$ cat src/rtl/mac_pkg.sv
// Shared types and constants for the mac_pipe multiply-accumulate pipeline.
package mac_pkg;
    typedef enum logic [1:0] {
        MULADD = 2'b00,
        ACC    = 2'b01,
        MULSUB = 2'b10,
        RSVD   = 2'b11
    } mac_mode_e;

    localparam int ACC_MARGIN = 4;
endpackage

$ cat src/rtl/par_parameter.sv
// Project-wide base parameter; mac_pipe derives its operand width W as par + 1.
package par_parameter;
    localparam int par = 7;
endpackage

$ cat src/rtl/mac_pipe_reg.sv
// One pipeline stage: enable-gated data register with a valid bit and async active-low clear.
module mac_pipe_reg #(
    parameter int WIDTH = 8
) (
    input  logic             clk,
    input  logic             rst_n,
    input  logic             en,
    input  logic             valid_i,
    input  logic [WIDTH-1:0] data_i,
    output logic             valid_o,
    output logic [WIDTH-1:0] data_o
);
    logic             valid_q;
    logic [WIDTH-1:0] data_q;

    // Stage contents advance only when the pipeline is enabled.
    always_ff @(posedge clk or negedge rst_n) begin
        if (!rst_n) begin
            valid_q <= 1'b0;
            data_q  <= '0;
        end else if (en) begin
            valid_q <= valid_i;
            data_q  <= data_i;
        end else begin
            valid_q <= valid_q;
            data_q  <= data_q;
        end
    end

    assign valid_o = valid_q;
    assign data_o  = data_q;
endmodule

$ cat src/rtl/mac_pipe.sv
// Two-stage multiply / multiply-add / multiply-sub / accumulate pipeline with valid-ready flow control.
// Build option: define MAC_SAT_EN to clamp out-of-range results instead of wrapping.
module mac_pipe
    import mac_pkg::*;
#(
    parameter int W     = par_parameter::par + 1,
    parameter int ACC_W = 2 * W + ACC_MARGIN
) (
    input  logic             clk,
    input  logic             rst_n,
    input  logic             in_valid,
    output logic             in_ready,
    input  logic [W-1:0]     A,
    input  logic [W-1:0]     B,
    input  logic [W-1:0]     C,
    input  logic [1:0]       mode,
    input  logic             first,
    output logic             out_valid,
    input  logic             out_ready,
    output logic [ACC_W-1:0] DATA_OUT,
    output logic             ovf
);
    localparam int S1_W = 3 * W + 3;
    // Two spare bits keep the exact result plus a sign bit for the subtract case.
    localparam int EW   = ACC_W + 2;

    logic              en_s;
    logic [2*W-1:0]    prod_s;
    logic [S1_W-1:0]   s1_data_s;
    logic              s1_valid_s;
    logic [2*W-1:0]    s1_p_s;
    logic [W-1:0]      s1_c_s;
    mac_mode_e         s1_mode_s;
    logic              s1_first_s;
    logic [EW-1:0]     exact_s;
    logic              neg_s;
    logic              over_s;
    logic              rsvd_s;
    logic              acc_sel_s;
    logic [ACC_W-1:0]  res_s;
    logic              ovf_s;
    logic [ACC_W:0]    s2_data_s;
    logic [ACC_W-1:0]  acc_q;
    logic [ACC_W-1:0]  acc_d;

    assign en_s     = !out_valid || out_ready;
    assign in_ready = en_s;
    assign prod_s   = A * B;

    mac_pipe_reg #(.WIDTH(S1_W)) u_stage1 (
        .clk     (clk),
        .rst_n   (rst_n),
        .en      (en_s),
        .valid_i (in_valid),
        .data_i  ({first, mode, C, prod_s}),
        .valid_o (s1_valid_s),
        .data_o  (s1_data_s)
    );

    assign s1_p_s     = s1_data_s[2*W-1:0];
    assign s1_c_s     = s1_data_s[3*W-1:2*W];
    assign s1_mode_s  = mac_mode_e'(s1_data_s[3*W+1:3*W]);
    assign s1_first_s = s1_data_s[3*W+2];

    // Exact result in EW bits, then range classification and wrap/clamp.
    always_comb begin
        rsvd_s    = 1'b0;
        acc_sel_s = 1'b0;
        case (s1_mode_s)
            MULADD: exact_s = {{(EW-2*W){1'b0}}, s1_p_s} + {{(EW-W){1'b0}}, s1_c_s};
            ACC: begin
                exact_s   = (s1_first_s ? {EW{1'b0}} : {2'b00, acc_q}) + {{(EW-2*W){1'b0}}, s1_p_s};
                acc_sel_s = 1'b1;
            end
            MULSUB: exact_s = {{(EW-2*W){1'b0}}, s1_p_s} - {{(EW-W){1'b0}}, s1_c_s};
            default: begin
                exact_s = {{(EW-2*W){1'b0}}, s1_p_s} + {{(EW-W){1'b0}}, s1_c_s};
                rsvd_s  = 1'b1;
            end
        endcase
        neg_s  = exact_s[EW-1];
        over_s = !exact_s[EW-1] && exact_s[ACC_W];
        ovf_s  = neg_s || over_s || rsvd_s;
`ifdef MAC_SAT_EN
        if (neg_s) begin
            res_s = {ACC_W{1'b0}};
        end else if (over_s) begin
            res_s = {ACC_W{1'b1}};
        end else begin
            res_s = exact_s[ACC_W-1:0];
        end
`else
        res_s = exact_s[ACC_W-1:0];
`endif
    end

    mac_pipe_reg #(.WIDTH(ACC_W+1)) u_stage2 (
        .clk     (clk),
        .rst_n   (rst_n),
        .en      (en_s),
        .valid_i (s1_valid_s),
        .data_i  ({ovf_s, res_s}),
        .valid_o (out_valid),
        .data_o  (s2_data_s)
    );

    assign DATA_OUT = s2_data_s[ACC_W-1:0];
    assign ovf      = s2_data_s[ACC_W];

    // The running sum commits only when an ACC result enters stage 2.
    always_comb begin
        if (en_s && s1_valid_s && acc_sel_s) begin
            acc_d = res_s;
        end else begin
            acc_d = acc_q;
        end
    end

    // Accumulator register.
    always_ff @(posedge clk or negedge rst_n) begin
        if (!rst_n) begin
            acc_q <= {ACC_W{1'b0}};
        end else begin
            acc_q <= acc_d;
        end
    end
endmodule

$ cat config.mk
export PLATFORM = sky130hd
export DESIGN_NAME = mac_pipe
export DESIGN_NICKNAME = d
export VERILOG_FILES = /design/src/rtl/mac_pkg.sv /design/src/rtl/par_parameter.sv /design/src/rtl/mac_pipe_reg.sv /design/src/rtl/mac_pipe.sv
export SDC_FILE = /design/constraint.sdc
export NUM_CORES = 1
export LEC_CHECK = 0
export CAP_MARGIN = 5
export CORE_MARGIN = 1
export CORE_UTILIZATION = 50
export CTS_CLUSTER_DIAMETER = 50
export CTS_CLUSTER_SIZE = 10
export DETAILED_ROUTE_END_ITERATION = 10
export GPL_ROUTABILITY_DRIVEN = 0
export HOLD_SLACK_MARGIN = 0.02
export MAX_ROUTING_LAYER = met4
export PLACE_DENSITY = 0.78
export REMOVE_ABC_BUFFERS = 1
export SYNTH_ARGS = -nofsm -noshare
export SYNTH_HDL_FRONTEND = slang
export SYNTH_HIERARCHICAL = 1
export SYNTH_SLANG_ARGS = --single-unit
export TNS_END_PERCENT = 50
$ cat constraint.sdc
create_clock -name clk -period 2.84 [get_ports clk]
set_input_delay 0.568 -clock clk [delete_from_list [all_inputs] [get_ports clk]]
set_output_delay 0.568 -clock clk [all_outputs]
set_load 0.01 [all_outputs]
==> summary.txt <==
Critical path
  – Crit-path cells: buf_8 > and2_4 > fa_2 > fa_1 > inv_2 > fa_1 > fa_1 > inv_2 > ha_4 > o21a_1 > o31a_1 > o211ai_1 > buf_4 > a21oi_2 > a2111oi_2 > a21oi_1 > xnor2_1 > mux2_4
  – Startpoint Class: input port
  – Crit path kind: in2reg
  – CP dominant cell by count: fa_1
  – Arr. time, crit path: 4590 ps
  – Crit Path Max Fanout: 5
  – Slowest CP cell: fa_1
  – Worst path required time: 3060 ps
  – Worst path max stage delay: 530 ps
  – Critical Path End Type: flip-flop

Outcome
  – Outcome: finished, violations left
  – Failing checks: negative setup slack

Logic synthesis
  – Post-synth top flop: dfrtp_1
  – Synth Register Bits: 70
  – Top cell type's share of synthesized area: 23.4%
  – Ys Warns: 6
  – Most frequent cell after synthesis: inv_1
  – Area leader, netlist: dfrtp_1
  – Post-synthesis average cell area: 9.44 um^2
  – Synth cell count leaders: 84 x inv_1, 71 x ha_1, 70 x dfrtp_1, 56 x and2_1, 56 x nand2_1
  – Post-synth ARST share: 100%
  – Mapped Cells: 794
  – Yosys cell types: 76
  – Syn Std Cell Area: 7500 um^2
  – Area contributors post-synth: dfrtp_1 23%, ha_1 12%, fa_1 10%, mux2_2 5.9%, and2_1 4.7%
  – Sequential area share after synthesis: 23.4%
  – Post-synth EDFFs: 0

Drt
  – Final wirelength: 20.4 mm
  – Avg WL per Cell: 17.7 um
  – Vias per Instance: 5.77
  – Vias: 6654
  – M1 WL: 8.28 mm
  – Iteration-0 DRC Markers: 495
  – Met3 wire length: 829 um
  – Met2 routed WL: 10.7 mm
  – DRT Pass-1 Iters: 5
  – DR DRC count: 0
  – Max layer used: met4
  – Routed Antenna Nets: 0

STA
  – Final hold vios: 0
  – Max Transition Viols Final: 0
  – Max Clock Freq: 0.229 GHz
  – Post-route worst setup slack: -1530 ps
  – Hold Slack: 341 ps
  – Setup TNS: -12760 ps
  – Max Clock Skew: 7.64 ps
  – Unrepaired setup endpoints after global routing: yes
  – Tmin final: 4370 ps
  – Tcrit/Tclk final: 154%
  – Rel. slew slack: 41.3%
  – Final setup viols: 21
  – Slew @ Worst Pin: 881 ps

Place
  – Pre-CTS WS: -2620 ps
  – Placed cell areas: 8910 um^2
  – HPWL Detailed: 14.2 mm
  – Cells after DPL: 1116
  – Port Buf Inserts: 53

Floorplan
  – Die area: 15500 um^2
  – Starting density of the core: 51.4%
  – Ports: 54
  – Die Ht: 124 um
  – Die Wd: 124 um
  – Core area: 14600 um^2
  – Floorplan row count: 44

Final layout
  – Final nets: 1105
  – Post-Layout Cell Count: 1153
  – Final Util: 69.3%
  – Diodes inserted: 0
  – Post-Layout Inst Area: 10100 um^2
  – Layout cells sized above 1: 36.9%
  – Area Overhead vs Synth: 34.8%

Flow run
  – Max cap viols: 0

Global route
  – First-pass GRT wire length: 32.0 mm
  – Vias in the first global route: 6638
  – Largest net degree at the start of global routing: 71
  – Grt total ovfl: 0
  – Tot GR Track Use: 26.1%
  – Initial antenna violation count: 0

Clock network
  – Worst-Skew Late Latency: 350 ps
  – Root Driver: clkbuf_16
  – Reg clk slew, reported paths: 60 ps
  – CTS tree: yes
  – Clock H-tree levels: 3
  – # hold bufs at CTS: 0
  – TritonCTS Buffers: 9
  – # clock sinks: 70
  – CTS max path bufs: 2

Pwr
  – Tot Pwr: 9.72 mW
  – Max IR drop VDD: 527 uV
  – Power per cell area: 962 nW/um^2
  – Leakage: 4.71 nW

Worst hold path
  – Hold WC Path Type: in2async
[cells by family after synthesis]
logic type                 Yosys count  synth area share, %
AOI/OAI and AO/OA                  164                 16.3
muxes                               63                 10.5
buffers and inverters              108                 6.63
adders and majority gates          110                 22.3
and+or+nand+nor                    249                 17.5
xor gates and xnor gates            30                 3.51
DFF                                 70                 23.4
[metal layers]
| layer | vias to the layer above | global-route usage (%) |
|---|---|---|
| met5 | - | - |
| li1 | 3131 | - |
| met2 | 203 | 45.5 |
| met1 | 3280 | 30.7 |
| met4 | 0 | 10.8 |
| met3 | 40 | 2.71 |
[flip-flops by register name, summed over array words and instances, names as in the netlist]
signal and cells:
u_stage2/valid_o 1, u_stage2/data_o 21, u_stage1/data_o 27, acc_q 20
u_stage1/valid_o 1
[worst paths after layout]
path	start	end	slack, ps	cells after the start
max in group asynchronous	rst_n	u_stage1/data_o[26]	1870	1
min in group clk	acc_q[13]	acc_q[13]	470	2
hold / removal	rst_n	u_stage1/data_o[21]	340	1
hold reg to reg	acc_q[13]	acc_q[13]	470	2
setup reg to reg	u_stage1/data_o[26]	u_stage2/data_o[18]	-130	13
setup / recovery	B[3]	u_stage1/data_o[15]	-1530	18
[critical path: cells and delay by family]
family / cells / cell delay (ps)
buffers and inverters: 4 / 360
muxes: 1 / 260
xor gates and xnor gates: 1 / 150
and+or+nand+nor: 1 / 160
AOI/OAI and AO/OA: 6 / 960
adders and majority gates: 5 / 2130
[cell usage in the layout (no fill, tap or decap), types with 10 or more instances in the layout]
cell	netlist	routed
a21oi_1	35	24
and2_1	56	38
buf_4	2	112
inv_2	0	10
nand3_1	12	12
o21a_1	11	11
mux2_2	39	35
ha_1	71	52
inv_1	84	73
nor2b_1	23	16
mux2_4	21	25
xnor2_1	22	20
dfrtp_1	70	68
fa_1	39	32
o21ai_0	25	17
nor2_1	52	47
a21oi_2	1	12
ha_4	0	14
nand2_1	56	48
and2_4	0	18
clkdlybuf4s50_1	0	36
buf_6	6	25
[where the power goes]
group          internal (mW)  leakage [nW]  switching [mW]
clock network          0.860         0.162           0.456
registers               1.37         0.856           0.341
logic                   3.40          3.69            3.29
[layout make-up]
| type | count | area (um^2) |
|---|---|---|
| repair buffers | 183 | 1590 |
| flip-flops and latches | 70 | 1750 |
| clock buffers | 9 | 225 |
| multi-input cells | 616 | 5870 |
| fillers | 1002 | 4480 |
| inverters | 84 | 318 |
| well taps | 184 | 230 |
| clock inverters | 7 | 123 |
[timing repair]
item,4_1_cts,5_1_grt
gates resized for setup,160,94
endpoints found under the setup margin,36,36
gates cloned,0,0
pin swaps,70,47
buffers inserted,11,11
(Power assumes the default switching activity.)
